`src/rtl/arr_drain_16_pkg.sv`:
```
// Shared constants, drain FSM state type and batch configuration payload
// for the systolic-array result drain.
package arr_pkg;

  localparam int unsigned LANES   = 16;
  localparam int unsigned RLEN    = 16;
  localparam int unsigned WORDLEN = 8;
  localparam int unsigned NW      = 5;   // num_lanes width (0..16 plus clamp headroom)
  localparam int unsigned SHW     = 4;   // shift amount width
  localparam int unsigned PW      = 4;   // lane pointer width

  typedef enum logic [1:0] {
    IDLE    = 2'd0,
    CAPTURE = 2'd1,
    SEND    = 2'd2,
    FIN     = 2'd3
  } drain_state_e;

  typedef struct packed {
    logic [NW-1:0]  n;
    logic [SHW-1:0] sh;
  } batch_cfg_t;

  // Low n lanes set: the lanes that participate in the current batch.
  function automatic logic [LANES-1:0] lane_mask(input logic [NW-1:0] n);
    logic [LANES-1:0] m;
    m = '0;
    for (int i = 0; i < int'(LANES); i++) begin
      m[i] = (NW'(i) < n);
    end
    return m;
  endfunction

  function automatic logic [NW-1:0] clamp_lanes(input logic [NW-1:0] n);
    return (n > NW'(LANES)) ? NW'(LANES) : n;
  endfunction

endpackage

```
`src/rtl/arr_drain_16_if.sv`:
```
// Byte output stream (valid/ready) leaving the result drain.
interface arr_drain_16_if;
  import arr_pkg::*;

  logic [WORDLEN-1:0] data;
  logic               valid;
  logic               ready;

  modport master (output data, output valid, input ready);
  modport slave  (input data, input valid, output ready);

endinterface

```
`src/rtl/arr_drain_16_requant_sat.sv`:
```
// Re-quantizer: arithmetic right shift of a signed result, then clamp to
// the signed output word range (truncating, no rounding).
module requant_sat
  import arr_pkg::*;
#(
  parameter int unsigned RLEN    = arr_pkg::RLEN,
  parameter int unsigned WORDLEN = arr_pkg::WORDLEN,
  parameter int unsigned SHW     = arr_pkg::SHW
) (
  input  logic [RLEN-1:0]    din,
  input  logic [SHW-1:0]     sh,
  output logic [WORDLEN-1:0] q_c
);

  localparam logic signed [RLEN-1:0] MAX_V = RLEN'((1 << (WORDLEN - 1)) - 1);
  localparam logic signed [RLEN-1:0] MIN_V = ~MAX_V;

  logic signed [RLEN-1:0] shifted;

  always_comb begin
    shifted = $signed(din) >>> sh;
    if (shifted > MAX_V) begin
      q_c = MAX_V[WORDLEN-1:0];
    end else if (shifted < MIN_V) begin
      q_c = MIN_V[WORDLEN-1:0];
    end else begin
      q_c = shifted[WORDLEN-1:0];
    end
  end

endmodule

```
`src/rtl/arr_drain_16.sv`:
```
// Result drain for the 16x16 array: deskews per-lane results into a bank,
// then streams re-quantized bytes out in lane order.
module arr_drain_16
  import arr_pkg::*;
(
  input  logic                  clk,
  input  logic                  rstn,
  input  logic                  enable,
  input  logic                  start,
  input  logic [NW-1:0]         num_lanes,
  input  logic [SHW-1:0]        shift,
  input  logic [LANES*RLEN-1:0] res_in,
  input  logic [LANES-1:0]      res_valid,
  arr_drain_16_if.master        stream,
  output logic                  busy,
  output logic                  done,
  output logic                  ovf
);

  drain_state_e                 state, state_nxt;
  batch_cfg_t                   cfg, cfg_nxt;
  logic [LANES-1:0][RLEN-1:0]   bank, bank_nxt;
  logic [LANES-1:0]             mask, mask_nxt;
  logic [LANES-1:0]             need;
  logic [PW-1:0]                p, p_nxt;
  logic                         ovf_nxt;
  logic                         valid_q, valid_nxt;
  logic [WORDLEN-1:0]           data_q, data_nxt;
  logic                         busy_nxt, done_nxt;
  logic [WORDLEN-1:0]           q_c;
  logic [NW-1:0]                n_start;
  logic                         hs;
  logic                         last_lane;

  assign need      = lane_mask(cfg.n);
  assign n_start   = clamp_lanes(num_lanes);
  assign hs        = valid_q && stream.ready;
  assign last_lane = ({1'b0, p} == (cfg.n - NW'(1)));

  // Single re-quantizer on the lane the stream will present next cycle.
  requant_sat #(
    .RLEN    (RLEN),
    .WORDLEN (WORDLEN),
    .SHW     (SHW)
  ) u_requant (
    .din (bank_nxt[p_nxt]),
    .sh  (cfg_nxt.sh),
    .q_c (q_c)
  );

  assign data_nxt = (enable && (state_nxt == SEND)) ? q_c : data_q;

  always_ff @(posedge clk) begin
    if (!rstn) begin
      state <= IDLE;
    end else begin
      state <= state_nxt;
    end
  end

  // Next-state, datapath and output decode; everything holds while enable is low.
  always_comb begin
    state_nxt = state;
    cfg_nxt   = cfg;
    bank_nxt  = bank;
    mask_nxt  = mask;
    ovf_nxt   = ovf;
    p_nxt     = p;

    if (enable) begin
      case (state)
        IDLE: begin
          if (start) begin
            cfg_nxt.n  = n_start;
            cfg_nxt.sh = shift;
            mask_nxt   = '0;
            ovf_nxt    = 1'b0;
            p_nxt      = '0;
            state_nxt  = (n_start == '0) ? FIN : CAPTURE;
          end
        end
        CAPTURE: begin
          // First strobe per lane wins; a repeat only flags overflow.
          for (int i = 0; i < int'(LANES); i++) begin
            if (res_valid[i] && need[i]) begin
              if (mask[i]) begin
                ovf_nxt = 1'b1;
              end else begin
                bank_nxt[i] = res_in[i*RLEN +: RLEN];
                mask_nxt[i] = 1'b1;
              end
            end
          end
          if ((mask_nxt & need) == need) begin
            state_nxt = SEND;
            p_nxt     = '0;
          end
        end
        SEND: begin
          if (hs) begin
            if (last_lane) begin
              state_nxt = FIN;
            end else begin
              p_nxt = p + PW'(1);
            end
          end
        end
        FIN: begin
          state_nxt = IDLE;
        end
        default: begin
          state_nxt = IDLE;
        end
      endcase
    end

    valid_nxt = (state_nxt == SEND);
    busy_nxt  = (state_nxt == CAPTURE) || (state_nxt == SEND);
    done_nxt  = (state_nxt == FIN);
  end

  always_ff @(posedge clk) begin
    if (!rstn) begin
      cfg     <= '0;
      bank    <= '0;
      mask    <= '0;
      p       <= '0;
      ovf     <= 1'b0;
      valid_q <= 1'b0;
      data_q  <= '0;
      busy    <= 1'b0;
      done    <= 1'b0;
    end else begin
      cfg     <= cfg_nxt;
      bank    <= bank_nxt;
      mask    <= mask_nxt;
      p       <= p_nxt;
      ovf     <= ovf_nxt;
      valid_q <= valid_nxt;
      data_q  <= data_nxt;
      busy    <= busy_nxt;
      done    <= done_nxt;
    end
  end

  assign stream.data  = data_q;
  assign stream.valid = valid_q;

endmodule

```
`src/flat_wrapper.sv`:
```
// flat-port wrapper written by rule: the top's interface ports become plain ports
module arr_drain_16_flat import arr_pkg::*;
  (clk, rstn, enable, start, num_lanes, shift, res_in, res_valid, busy, done, ovf, stream_data, stream_valid, stream_ready);
  arr_drain_16_if stream_i ();
  input  logic clk;
  input  logic rstn;
  input  logic enable;
  input  logic start;
  input  logic [NW-1:0] num_lanes;
  input  logic [SHW-1:0] shift;
  input  logic [LANES*RLEN-1:0] res_in;
  input  logic [LANES-1:0] res_valid;
  output logic busy;
  output logic done;
  output logic ovf;
  output wire logic [$bits(stream_i.data)-1:0] stream_data;
  output wire logic [$bits(stream_i.valid)-1:0] stream_valid;
  input wire logic [$bits(stream_i.ready)-1:0] stream_ready;
  assign stream_data = stream_i.data;
  assign stream_valid = stream_i.valid;
  assign stream_i.ready = stream_ready;
  arr_drain_16 u_core (.clk(clk), .rstn(rstn), .enable(enable), .start(start), .num_lanes(num_lanes), .shift(shift), .res_in(res_in), .res_valid(res_valid), .stream(stream_i), .busy(busy), .done(done), .ovf(ovf));
endmodule
```
`config.mk`:
```
export PLATFORM = sky130hd
export DESIGN_NAME = arr_drain_16_flat
export DESIGN_NICKNAME = d
export VERILOG_FILES = /design/src/rtl/arr_drain_16_pkg.sv /design/src/rtl/arr_drain_16_if.sv /design/src/rtl/arr_drain_16_requant_sat.sv /design/src/rtl/arr_drain_16.sv /design/src/flat_wrapper.sv
export SDC_FILE = /design/constraint.sdc
export NUM_CORES = 1
export LEC_CHECK = 0
export ABC_AREA = 1
export ABC_CLOCK_PERIOD_IN_PS = 4900
export BUFFER_PORTS_ARGS = -buffer_cell sky130_fd_sc_hd__clkbuf_2
export CAP_MARGIN = 20
export CORE_MARGIN = 8
export CORE_UTILIZATION = 45
export DETAILED_ROUTE_END_ITERATION = 8
export PLACE_DENSITY = 0.67
export SLEW_MARGIN = 10
export SYNTH_ARGS = -nofsm -noshare
export SYNTH_HDL_FRONTEND = slang
export SYNTH_SLANG_ARGS = --single-unit
```
`constraint.sdc`:
```
create_clock -name clk -period 4.9 [get_ports clk]
set_clock_uncertainty 0.2 [all_clocks]
set_input_delay 1.225 -clock clk [delete_from_list [all_inputs] [get_ports clk]]
set_output_delay 1.225 -clock clk [all_outputs]
set_load 0.02 [all_outputs]
```
==> Word-level counts from Yosys, hierarchy flattened <==
Index checks and enable logic that the tools add are counted.
{ "word_totals": {"register_bits": 299, "input_bits": 286, "wordCells": 228} }
{ "classes": {"addsub": 2, "order_cmp": 20, "eq_ne": 9, "n_shift": 1, "n_mux": 145, "bitwise": 1, "reduce_logical": 24} }
{ "op_table": {"columns": ["operator", "count"], "rows": [
  ["$mux 16", 34],
  ["$mux 256", 2],
  ["$mux 1", 87],
  ["$bmux 16 s4", 1],
  ["$lt 4x5->1 const A", 8],
  ["$mux 4", 8],
  ["$pmux 16 s2", 1],
  ["$lt 3x5->1 const A", 4],
  ["$logic_and 1x1->1", 18],
  ["$and 16x16->16", 1],
  ["$eq 16x16->1", 1],
  ["$gt 16x8->1 const B", 1],
  ["$lt 16x8->1 const B", 1],
  ["$mux 8", 2],
  ["$sshr 16x4->16", 1],
  ["$mux 2", 6],
  ["$pmux 4 s3", 1],
  ["$lt 1x5->1 const A", 2],
  ["$lt 2x5->1 const A", 2],
  ["$eq 2x2->1 const B", 4],
  ["$pmux 2 s4", 1],
  ["$reduce_and 3->1", 2],
  ["$eq 4x5->1", 1],
  ["$gt 5x5->1 const B", 1],
  ["other kinds (11)", 12]
]} }

==> Logic depth before layout (Yosys ltp) <==
Gate-level depths: netlist of the first run.
{ "logic_depth": {"depth_word": 40, "mapped_depth": 32} }

==> Modules after synthesis <==
From an unflattened synthesis of the first run, not the netlist that was laid out.
{ "unflattened": {"hier_cells": 2621, "area_unflattened_um2": 16479.6} }
{ "by_module_without_submodules": {"columns": ["module", "instances", "cells_per_inst", "area_per_inst_um2", "seq_area_each_um2"], "rows": [
  ["arr_drain_16", 1, 2445, 15638.7, 5985.7],
  ["requant_sat", 1, 176, 840.8, 0.0]
]} }

==> Least setup slack after synthesis of the first run <==
Ideal clock, no wire load.
{ "synth_timing": {"path_kind": "input to register", "startpoint": "input port enable", "endpoint": "register u_core.data_q[1] (netlist: u_core.stream.data[1])", "t_arrival_ns": 3.682, "setup_slack_ns": 0.897, "path_stages": 21, "path_cell_list": "inv_1 -> nor2_1 -> inv_1 -> nor2_4 -> buf_4 -> nand3_2 -> buf_2 -> mux2i_1 -> nand3_1 -> nand3_1 -> nand3_1 -> nand3_1 -> nand3_1 -> nand3_1 -> nand3_1 -> nand3_1 -> nand2_1 -> nor2_1 -> nand3_2 -> a21oi_4 -> a21oi_1"} }
{ "synth_between": {"elab_chain_len": 7} }
{ "synth_rtl": {"columns": ["element", "line_no", "rtl"], "rows": [
  ["start: declaration", "flat_wrapper.sv:7", "input logic enable;"],
  ["$mux 256 / $mux 4 (equally long branches)", "arr_drain_16.sv:70", "if (enable) begin"],
  ["$bmux 16 s4", "arr_drain_16.sv:46", ".din (bank_nxt[p_nxt]),"],
  ["$mux 16 (not written as such)", "arr_drain_16.sv:46", null],
  ["$sshr 16x4->16", "arr_drain_16_requant_sat.sv:21", "shifted = $signed(din) >>> sh;"],
  ["$lt 16x8->1", "arr_drain_16_requant_sat.sv:24", "end else if (shifted < MIN_V) begin"],
  ["$mux 8", "arr_drain_16_requant_sat.sv:24", null],
  ["$mux 8", "arr_drain_16_requant_sat.sv:22", "if (shifted > MAX_V) begin"],
  ["end signal: assignment", "arr_drain_16.sv:140", "data_q <= data_nxt;"],
  ["end: declaration", "arr_drain_16.sv:28", "logic [WORDLEN-1:0] data_q, data_nxt;"]
]} }
Parallel ways exist; a longest one is shown, timed or not. The select of a mux whose other input is x is not followed.
A chain may end at the register's enable or synchronous reset.

==> Worst setup path after layout of the first run <==
{ "layout_timing": {"startpoint": "input port enable", "endpoint": "register u_core.data_q[4] (netlist: u_core.stream.data[4])"} }
The elaborated chain is that of the path after synthesis.

==> flow_summary.toml, run 1 <==
[outcome]
outcome = "finished, final reports clean"

[critical_path]
cp.arrival_ns = 4.43
cp-end-kind = "register"
criticalPathCategory = "primary input to register"
cp-start-kind = "primary input"
crit_required_ns = 5.10
worstPathMaxFanout = 19

[logic_synthesis]
ys_seq_area_frac = 0.4038
synth_nets = 2245
postSynthCellCount = 1954
ys.flop_type = "dfxtp_1"
avgSynthCellArea_sq_um = 7.585
yosysWarningCount = 0
netlist_area_sq_um = 14820
synth-seq-cells = 299
synth_edf_count = 0
async_flop_share = 0
netlist-cell-type-count = 44

[placement]
dp_slack_ns = 0.1639
port_buffers = 297
post-dp-hpwl_mm = 38.82
placed_area_sq_um = 16760
gp_congestion = 0.9236

[hold_path]
hold_class = "register to register"

[cts]
clock_latency_ns = 0.53
path_clk_slew_ns = 0.06
cts_root_buf = "clkbuf_16"
cts.path.max_buffers = 3
clock_sinks = 299
postCtsSetupBuffers = 0
cts_made_buffers = 36
h-tree-depth = 2
post_cts_resized = 0
cts_tree = "done"
hold_buffers = 0

[cells_and_area]
final_cell_mix = "352 x nor2_1, 303 x nand3_1, 299 x dfxtp_1"
n_fill_cell = 3154
design_area_sq_um = 17910
layout_commonest_cell = "nor2_1"
syn2layout_area_growth_pct = 20.84
layout-drive-gt1-share = 0.1983
nets = 2500
fin_util = 0.5519

[sta]
period_needed_ns = 4.238
period_share = 0.8650
final_hold_viol_count = 0
finalSetupTns_ns = 0
rsz0062_at_grt = "false"
slew-limit-headroom = 0.5130
worst_slack_ns = 0.6616
max_freq_mhz = 235.9
slew_violations = 0
finalSetupViolCount = 0
worst-slew-pin-transition_ns = 0.7305

[routing]
wire_per_inst_um = 19.66
postRouteAntennaNets = 0
vias = 14550
drt_iter0_drc = 1146
routed_via_density = 5.441
drc = 0
first_pass_iters = 5
wirelength_mm = 52.57

[pwr]
p_leak_nw = 9.589
fin_total_pwr_mw = 5.937
power-per-cell-area_nw_per_um2 = 331.5
peakVddDrop_mv = 0.2986

[job]
max_cap_violations = 0

[floorplan]
rows = 66
io_pins = 298
dieHeight_um = 197.5
core_area_sq_um = 32450
fp.dieArea_sq_um = 39000
initial_core_util = 0.4567
die_x_um = 197.5

[grt]
grt_start_max_net_pins = 112
grt_antenna_before_repair = 4
grt_pass1_vias = 14220
grt_overflow = 0
grt_pass1_wl_mm = 80.27
grt_use_total = 0.2610
==> cells by family (layout without fill, tap and decap cells) <==
logic type,Yosys count,count (layout),share of synthesized area
muxes,219,219,0.1486
other,0,3,0
xor gates and xnor gates,3,3,0.001773
buffers and inverters,257,532,0.07353
AOI/OAI and AO/OA,209,209,0.08492
DFF,299,299,0.4038
and+or+nand+nor,962,962,0.2831
adders and majority gates,5,5,0.004221
==> metrics by stage <==
step / hold slack, ns / cells
3_3_place_gp: 0.2565 / 2613
2_1_floorplan: 0.2525 / 1954
5_1_grt: 0.2906 / 2672
6_report: 0.2660 / 2674
4_1_cts: 0.2672 / 2671
3_5_place_dp: 0.2583 / 2613
==> synth_stat cells (4+ instances only) <==
| cell | n | area, sq um |
|---|---|---|
| nor3_1 | 5 | 25.02 |
| nand2_1 | 255 | 957.2 |
| ha_1 | 5 | 62.56 |
| a211oi_1 | 4 | 30.03 |
| nand4_1 | 9 | 56.30 |
| nand3_2 | 6 | 60.06 |
| a221oi_1 | 14 | 122.6 |
| nand2_2 | 7 | 43.79 |
| dfxtp_1 | 299 | 5986 |
| o22ai_1 | 8 | 50.05 |
| mux2_2 | 8 | 90.09 |
| clkbuf_1 | 69 | 259.0 |
| o21ai_0 | 103 | 515.5 |
| or2_2 | 5 | 31.28 |
| o221ai_1 | 4 | 35.03 |
| inv_1 | 121 | 454.2 |
| nand3_1 | 303 | 1516 |
| inv_2 | 9 | 33.78 |
| mux2i_1 | 211 | 2112 |
| buf_2 | 31 | 155.2 |
| buf_4 | 11 | 82.58 |
| nor2_1 | 352 | 1321 |
| a21oi_1 | 22 | 110.1 |
| buf_6 | 6 | 67.56 |
| o21ai_1 | 12 | 60.06 |
| o211ai_1 | 37 | 277.8 |
| buf_1 | 8 | 30.03 |
| nand3b_1 | 6 | 45.04 |
==> worst max-delay path, cell delays in order <==
cell and delay [ns]:
clkbuf_2 0.13, inv_1 0.11, nor2_1 0.13, inv_1 0.08, nor2_4 0.07, buf_4 0.27
nand4_2 0.22, buf_4 0.30, mux2i_1 0.23, nand3_1 0.10, nand3_1 0.11, nand3_1 0.13
nand3_1 0.17, nand3_1 0.14, nand3_1 0.14, nand3_1 0.12, nand3_1 0.10, o21ai_1 0.07
nor2_1 0.13, nand3_2 0.12, a21oi_4 0.21, a21oi_1 0.09
==> path summary, 6_finish.rpt <==
kind	slack [ns]	startpoint	endpoint	cells after the start
max	0.66	enable	u_core.stream.data[4]$_SDFFE_PN0P_	22
min	0.27	u_core.stream.data[7]$_SDFFE_PN0P_	u_core.stream.data[7]$_SDFFE_PN0P_	2
max reg2reg	0.72	u_core.cfg[7]$_SDFFE_PN0P_	u_core.stream.data[0]$_SDFFE_PN0P_	29
min reg2reg	0.27	u_core.stream.data[7]$_SDFFE_PN0P_	u_core.stream.data[7]$_SDFFE_PN0P_	2
==> area by class of cell <==
class | count | area [sq um] | share of cell area
Sequential cell | 299 | 5986 | 0.3342
Clock buffer | 49 | 1032 | 0.05763
Antenna cell | 3 | 7.507 | 0.0004191
Timing Repair Buffer | 342 | 1962 | 0.1095
Multi-Input combinational cell | 1398 | 7759 | 0.4332
Inverter | 132 | 503.0 | 0.02808
Tap cell | 442 | 553.0 | 0.03088
Clock inverter | 9 | 108.9 | 0.006078
==> metal layers <==
layer,wire length (um),up-vias,part of all wire,global-route usage
met5,37,-,0.00070,0
met4,1232,6,0.023,0.07495
met3,3696,87,0.070,0.04855
met2,25090,523,0.48,0.4360
met1,22510,6875,0.43,0.3394
li1,-,7058,-,-
==> state kept, by name, indices dropped and copies added, names as in the netlist <==
register / cells
u_core.done: 1
u_core.p: 4
u_core.busy: 1
u_core.ovf: 1
u_core.stream.valid: 1
u_core.stream.data: 8
u_core.mask: 16
u_core.bank: 256
u_core.state: 2
u_core.cfg: 9
==> power by group <==
group | internal [mW] | switching (mW)
Clock | 1.57 | 1.03
Sequential | 2.46 | 0.0179
Combinational | 0.301 | 0.549
(Power assumes the default switching activity.)
==> inputs of run 2 (changes only) <==
Settings changed: RECOVER_POWER set to 50.
==> flow_summary.toml, run 2 (synthesis results as in run 1) <==
[sta]
slew_violations = 112
finalSetupViolCount = 0
period_share = 0.8902
finalSetupTns_ns = 0
slew-limit-headroom = -0.3851
worst-slew-pin-transition_ns = 2.078
final_hold_viol_count = 0
holdWs_ns = 0.2668
period_needed_ns = 4.362
rsz0062_at_grt = "false"
max_freq_mhz = 229.2

[cells_and_area]
layout_top_registers = "u_core.bank: 256 flops, u_core.mask: 16 flops, u_core.cfg: 9 flops"
design_area_sq_um = 17870
nets = 2500
syn2layout_area_growth_pct = 20.56
largest-register = "u_core.bank"
layout-drive-gt1-share = 0.1920
layout_commonest_cell = "nor2_1"
fin_cells = 2673
final_cell_mix = "352 x nor2_1, 303 x nand3_1, 299 x dfxtp_1"
largest_reg_flops = 256

[hold_path]
hold_class = "register to register"

[grt]
grt_pass1_wl_mm = 80.27
grt_pass1_vias = 14220
grt_antenna_before_repair = 4
grt_start_max_net_pins = 112
grt_use_total = 0.2610
grt_overflow = 0

[routing]
wirelength_mm = 52.70
routed_via_density = 5.433
drc = 0
wire_per_inst_um = 19.72
vias = 14520
drt_iter0_drc = 1175
postRouteAntennaNets = 0
first_pass_iters = 5

[placement]
gp_congestion = 0.9236
placed_cells = 2613
placed_area_sq_um = 16760
post-dp-hpwl_mm = 38.82
port_buffers = 297

[cts]
hold_buffers = 0
cts_tree = "done"
cts.path.max_buffers = 3
clock_sinks = 299
path_clk_slew_ns = 0.06
cts_made_buffers = 36
h-tree-depth = 2
clock_latency_ns = 0.53
post_cts_resized = 0
postCtsSetupBuffers = 0
cts_root_buf = "clkbuf_16"

[critical_path]
timing.rr.end = "u_core.stream.data[5]$_SDFFE_PN0P_"
r2r_cells = 24
cp-end-kind = "register"
endpoint = "u_core.stream.data[5]$_SDFFE_PN0P_"
cp.arrival_ns = 4.48
worstSetupStartpoint = "enable"
crit_required_ns = 5.01
reg2reg_slack_ns = 0.61
timing.rr.start = "u_core.cfg[4]$_SDFFE_PN0P_"
criticalPathCategory = "primary input to register"
cp-start-kind = "primary input"
worstPathMaxFanout = 19

[floorplan]
initial_core_util = 0.4567
core_area_sq_um = 32450
io_pins = 298
die_x_um = 197.5
rows = 66
dieHeight_um = 197.5
fp.dieArea_sq_um = 39000

[job]
max_cap_violations = 1

[outcome]
failed_checks = "max-capacitance violations, max-slew violations"
outcome = "complete, but fails checks"

[pwr]
fin_total_pwr_mw = 5.937
p_leak_nw = 9.532
power-per-cell-area_nw_per_um2 = 332.3
peakVddDrop_mv = 0.2987
run 2: stage by stage:
stage | setup WS [ns] | utilization
after floorplan | 0.8970 | -
after global placement | 0.1862 | 0.5165
after detailed placement | 0.1639 | 0.5165
after CTS | 0.6970 | 0.5517
after global routing | 0.2221 | 0.5505
final | 0.5379 | 0.5506
run 2: worst min-delay path by stage:
stage	startpoint	to	cells past startpoint
2_1_floorplan	u_core.bank[117]$_SDFF_PN0_	u_core.bank[117]$_SDFF_PN0_	2
4_1_cts	u_core.stream.data[5]$_SDFFE_PN0P_	u_core.stream.data[5]$_SDFFE_PN0P_	2
6_report	u_core.stream.data[7]$_SDFFE_PN0P_	u_core.stream.data[7]$_SDFFE_PN0P_	2
3_5_place_dp	u_core.stream.data[5]$_SDFFE_PN0P_	u_core.stream.data[5]$_SDFFE_PN0P_	2
3_3_place_gp	u_core.stream.data[7]$_SDFFE_PN0P_	u_core.stream.data[7]$_SDFFE_PN0P_	2
5_1_grt	u_core.stream.data[7]$_SDFFE_PN0P_	u_core.stream.data[7]$_SDFFE_PN0P_	2
run 2: report_power, final:
part           switching [mW]  total (mW)  internal, mW  leakage [nW]
Combinational           0.549       0.847         0.298          6.56
Clock                    1.04        2.61          1.57         0.560
Sequential             0.0178        2.48          2.46          2.41
run 2: worst max-delay path, cell delays in order:
cell and delay [ns]:
clkbuf_1 0.19, inv_1 0.15, nor2_1 0.13, inv_1 0.08
nor2_4 0.07, buf_4 0.27, nand4_2 0.22, buf_4 0.30
mux2i_1 0.24, nand3_1 0.10, nand3_1 0.11, nand3_1 0.13
nand3_1 0.17, nand3_1 0.14, nand3_1 0.14, nand3_1 0.13
nand3_1 0.10, o21ai_1 0.07, nor2_1 0.13, nand3_2 0.12
nand2_1 0.08, nand2_1 0.04, nand2_1 0.07, a21oi_1 0.05
run 2: metal layers:
layer	wire [um]	up-vias	GRT usage
met5	37	-	0
met4	1228	6	0.07495
met3	3577	82	0.04855
met2	25100	500	0.4360
met1	22760	6888	0.3394
li1	-	7047	-
run 2: area by class of cell:
cell class / count / area (sq um)
inverter: 132 / 499.2
antenna: 2 / 5.005
timing repair buffer: 342 / 1926
fill: 3165 / 14590
multi-input combinational: 1398 / 7759
clock buffer: 49 / 1032
clock inverter: 9 / 108.9
sequential: 299 / 5986
tap: 442 / 553.0
==> inputs of run 3 (changes only) <==
Settings changed: GPL_TIMING_DRIVEN set to 0.
==> flow_summary.toml, run 3 (synthesis results as in run 1) <==
[outcome]
outcome = "finished, final reports clean"

[cts]
cts.path.max_buffers = 3
cts_root_buf = "clkbuf_16"
h-tree-depth = 2
path_clk_slew_ns = 0.06
cts_tree = "done"
clock_latency_ns = 0.53
cts_made_buffers = 35
hold_buffers = 0
clock_sinks = 299

[critical_path]
worstPathMaxFanout = 10
cp.arrival_ns = 4.89
cp-end-kind = "register"
crit_required_ns = 5.09
r2r_cells = 25
timing.rr.end = "u_core.stream.data[1]$_SDFFE_PN0P_"
reg2reg_slack_ns = 0.33
criticalPathCategory = "primary input to register"
timing.rr.start = "u_core.cfg[6]$_SDFFE_PN0P_"
cp-start-kind = "primary input"

[routing]
wire_per_inst_um = 21.01
drt_iter0_drc = 1295
routed_via_density = 5.523
wirelength_mm = 58.04
first_pass_iters = 5
vias = 15250
postRouteAntennaNets = 0
drc = 0

[placement]
port_buffers = 297
post-dp-hpwl_mm = 46.18
placed_area_sq_um = 16860
gp_congestion = 0.9459

[sta]
finalSetupTns_ns = 0
period_needed_ns = 4.695
slew_violations = 0
rsz0062_at_grt = "false"
period_share = 0.9583
worst-slew-pin-transition_ns = 0.9584
final_hold_viol_count = 0
max_freq_mhz = 213.0
slew-limit-headroom = 0.3611
finalSetupViolCount = 0

[cells_and_area]
nets = 2584
n_fill_cell = 3197
largest_reg_flops = 256
ff_latch_area_sq_um = 5986
multi_input_area_sq_um = 7770
layout-drive-gt1-share = 0.1928
syn2layout_area_growth_pct = 22.00
layout_commonest_cell = "nor2_1"
layout_top_registers = "u_core.bank: 256 flops, u_core.mask: 16 flops, u_core.cfg: 9 flops"
largest-register = "u_core.bank"
design_area_sq_um = 18080
final_cell_mix = "352 x nor2_1, 303 x nand3_1, 299 x dfxtp_1"

[grt]
grt_pass1_vias = 14850
grt_overflow = 0
grt_start_max_net_pins = 13
grt_antenna_before_repair = 3
grt_pass1_wl_mm = 85.76
grt_use_total = 0.2862

[floorplan]
initial_core_util = 0.4567
fp.dieArea_sq_um = 39000
dieHeight_um = 197.5
die_x_um = 197.5
core_area_sq_um = 32450
rows = 66
io_pins = 298

[hold_path]
hold_depth = 2
hold_end = "u_core.stream.data[7]$_SDFFE_PN0P_"
hold_class = "register to register"
hp-start = "u_core.stream.data[7]$_SDFFE_PN0P_"

[pwr]
p_leak_nw = 9.589
fin_total_pwr_mw = 6.025
peakVddDrop_mv = 0.2481
power-per-cell-area_nw_per_um2 = 333.2

[job]
max_cap_violations = 0
[run 3: where the power goes]
group	internal (mW)	leakage [nW]	switching [mW]
Sequential	2.46	2.41	0.0145
Combinational	0.302	6.61	0.609
Clock	1.56	0.565	1.07
Total	4.33	9.59	1.69
[run 3: how the worst max path moves through the flow]
stage,startpoint,end,slack [ns],cells after the start
after floorplan,enable,u_core.stream.data[1]$_SDFFE_PN0P_,0.90,21
after global placement,enable,u_core.stream.data[4]$_SDFFE_PN0P_,-0.31,20
after detailed placement,res_valid[15],u_core.stream.data[0]$_SDFFE_PN0P_,-0.36,26
after CTS,res_valid[15],u_core.stream.data[0]$_SDFFE_PN0P_,0.16,26
after global routing,enable,u_core.stream.data[0]$_SDFFE_PN0P_,0.003,21
final,enable,u_core.stream.data[0]$_SDFFE_PN0P_,0.20,22
[run 3: timing repair]
item / 4_1_cts / 5_1_grt
buffers inserted: 0 / 5
endpoints found under the setup margin: 0 / 7
resized for setup: 0 / 20
endpoints found under the hold margin: 0 / 0
[run 3: worst max-delay path: stages]
cell	delay, ns
clkbuf_2	0.14
inv_1	0.12
nor2_1	0.14
inv_1	0.08
nor2_4	0.29
buf_4	0.30
nand2_2	0.21
buf_2	0.29
mux2i_1	0.34
nand3_1	0.12
nand3_1	0.11
nand3_1	0.07
nand3_1	0.17
nand3_1	0.15
nand3_1	0.18
nand3_1	0.13
nand3_1	0.13
nand2_1	0.08
nor2_1	0.15
nand3_2	0.13
a21oi_4	0.21
a21oi_1	0.10
[run 3: metrics by stage]
step / hold slack [ns] / cells / setup WS [ns] / util
global route: 0.2941 / 2760 / 0.003396 / 0.5570
global placement: 0.2559 / 2693 / -0.3111 / 0.5195
detailed placement: 0.2572 / 2693 / -0.3559 / 0.5195
floorplan: 0.2525 / 1954 / 0.8970 / -
finish: 0.2667 / 2762 / 0.2045 / 0.5572
CTS: 0.2685 / 2755 / 0.1612 / 0.5552
[run 3: cell type report]
type                    count  share of cell area
inverters                 132             0.02740
diodes                      2           0.0002768
flip-flops and latches    299              0.3310
multi-input cells        1398              0.4297
clock buffers              49             0.05639
plain buffers             125             0.03363
clock inverters            13            0.007611
repair buffers            302             0.08338
well taps                 442             0.03058
[run 3: layer usage]
metal	wire length [um]	vias to the layer above	global-route usage
met5	13	-	0
met4	2255	2	0.1098
met3	4929	134	0.05298
met2	26860	782	0.4787
met1	23980	7098	0.3615
li1	-	7238	-
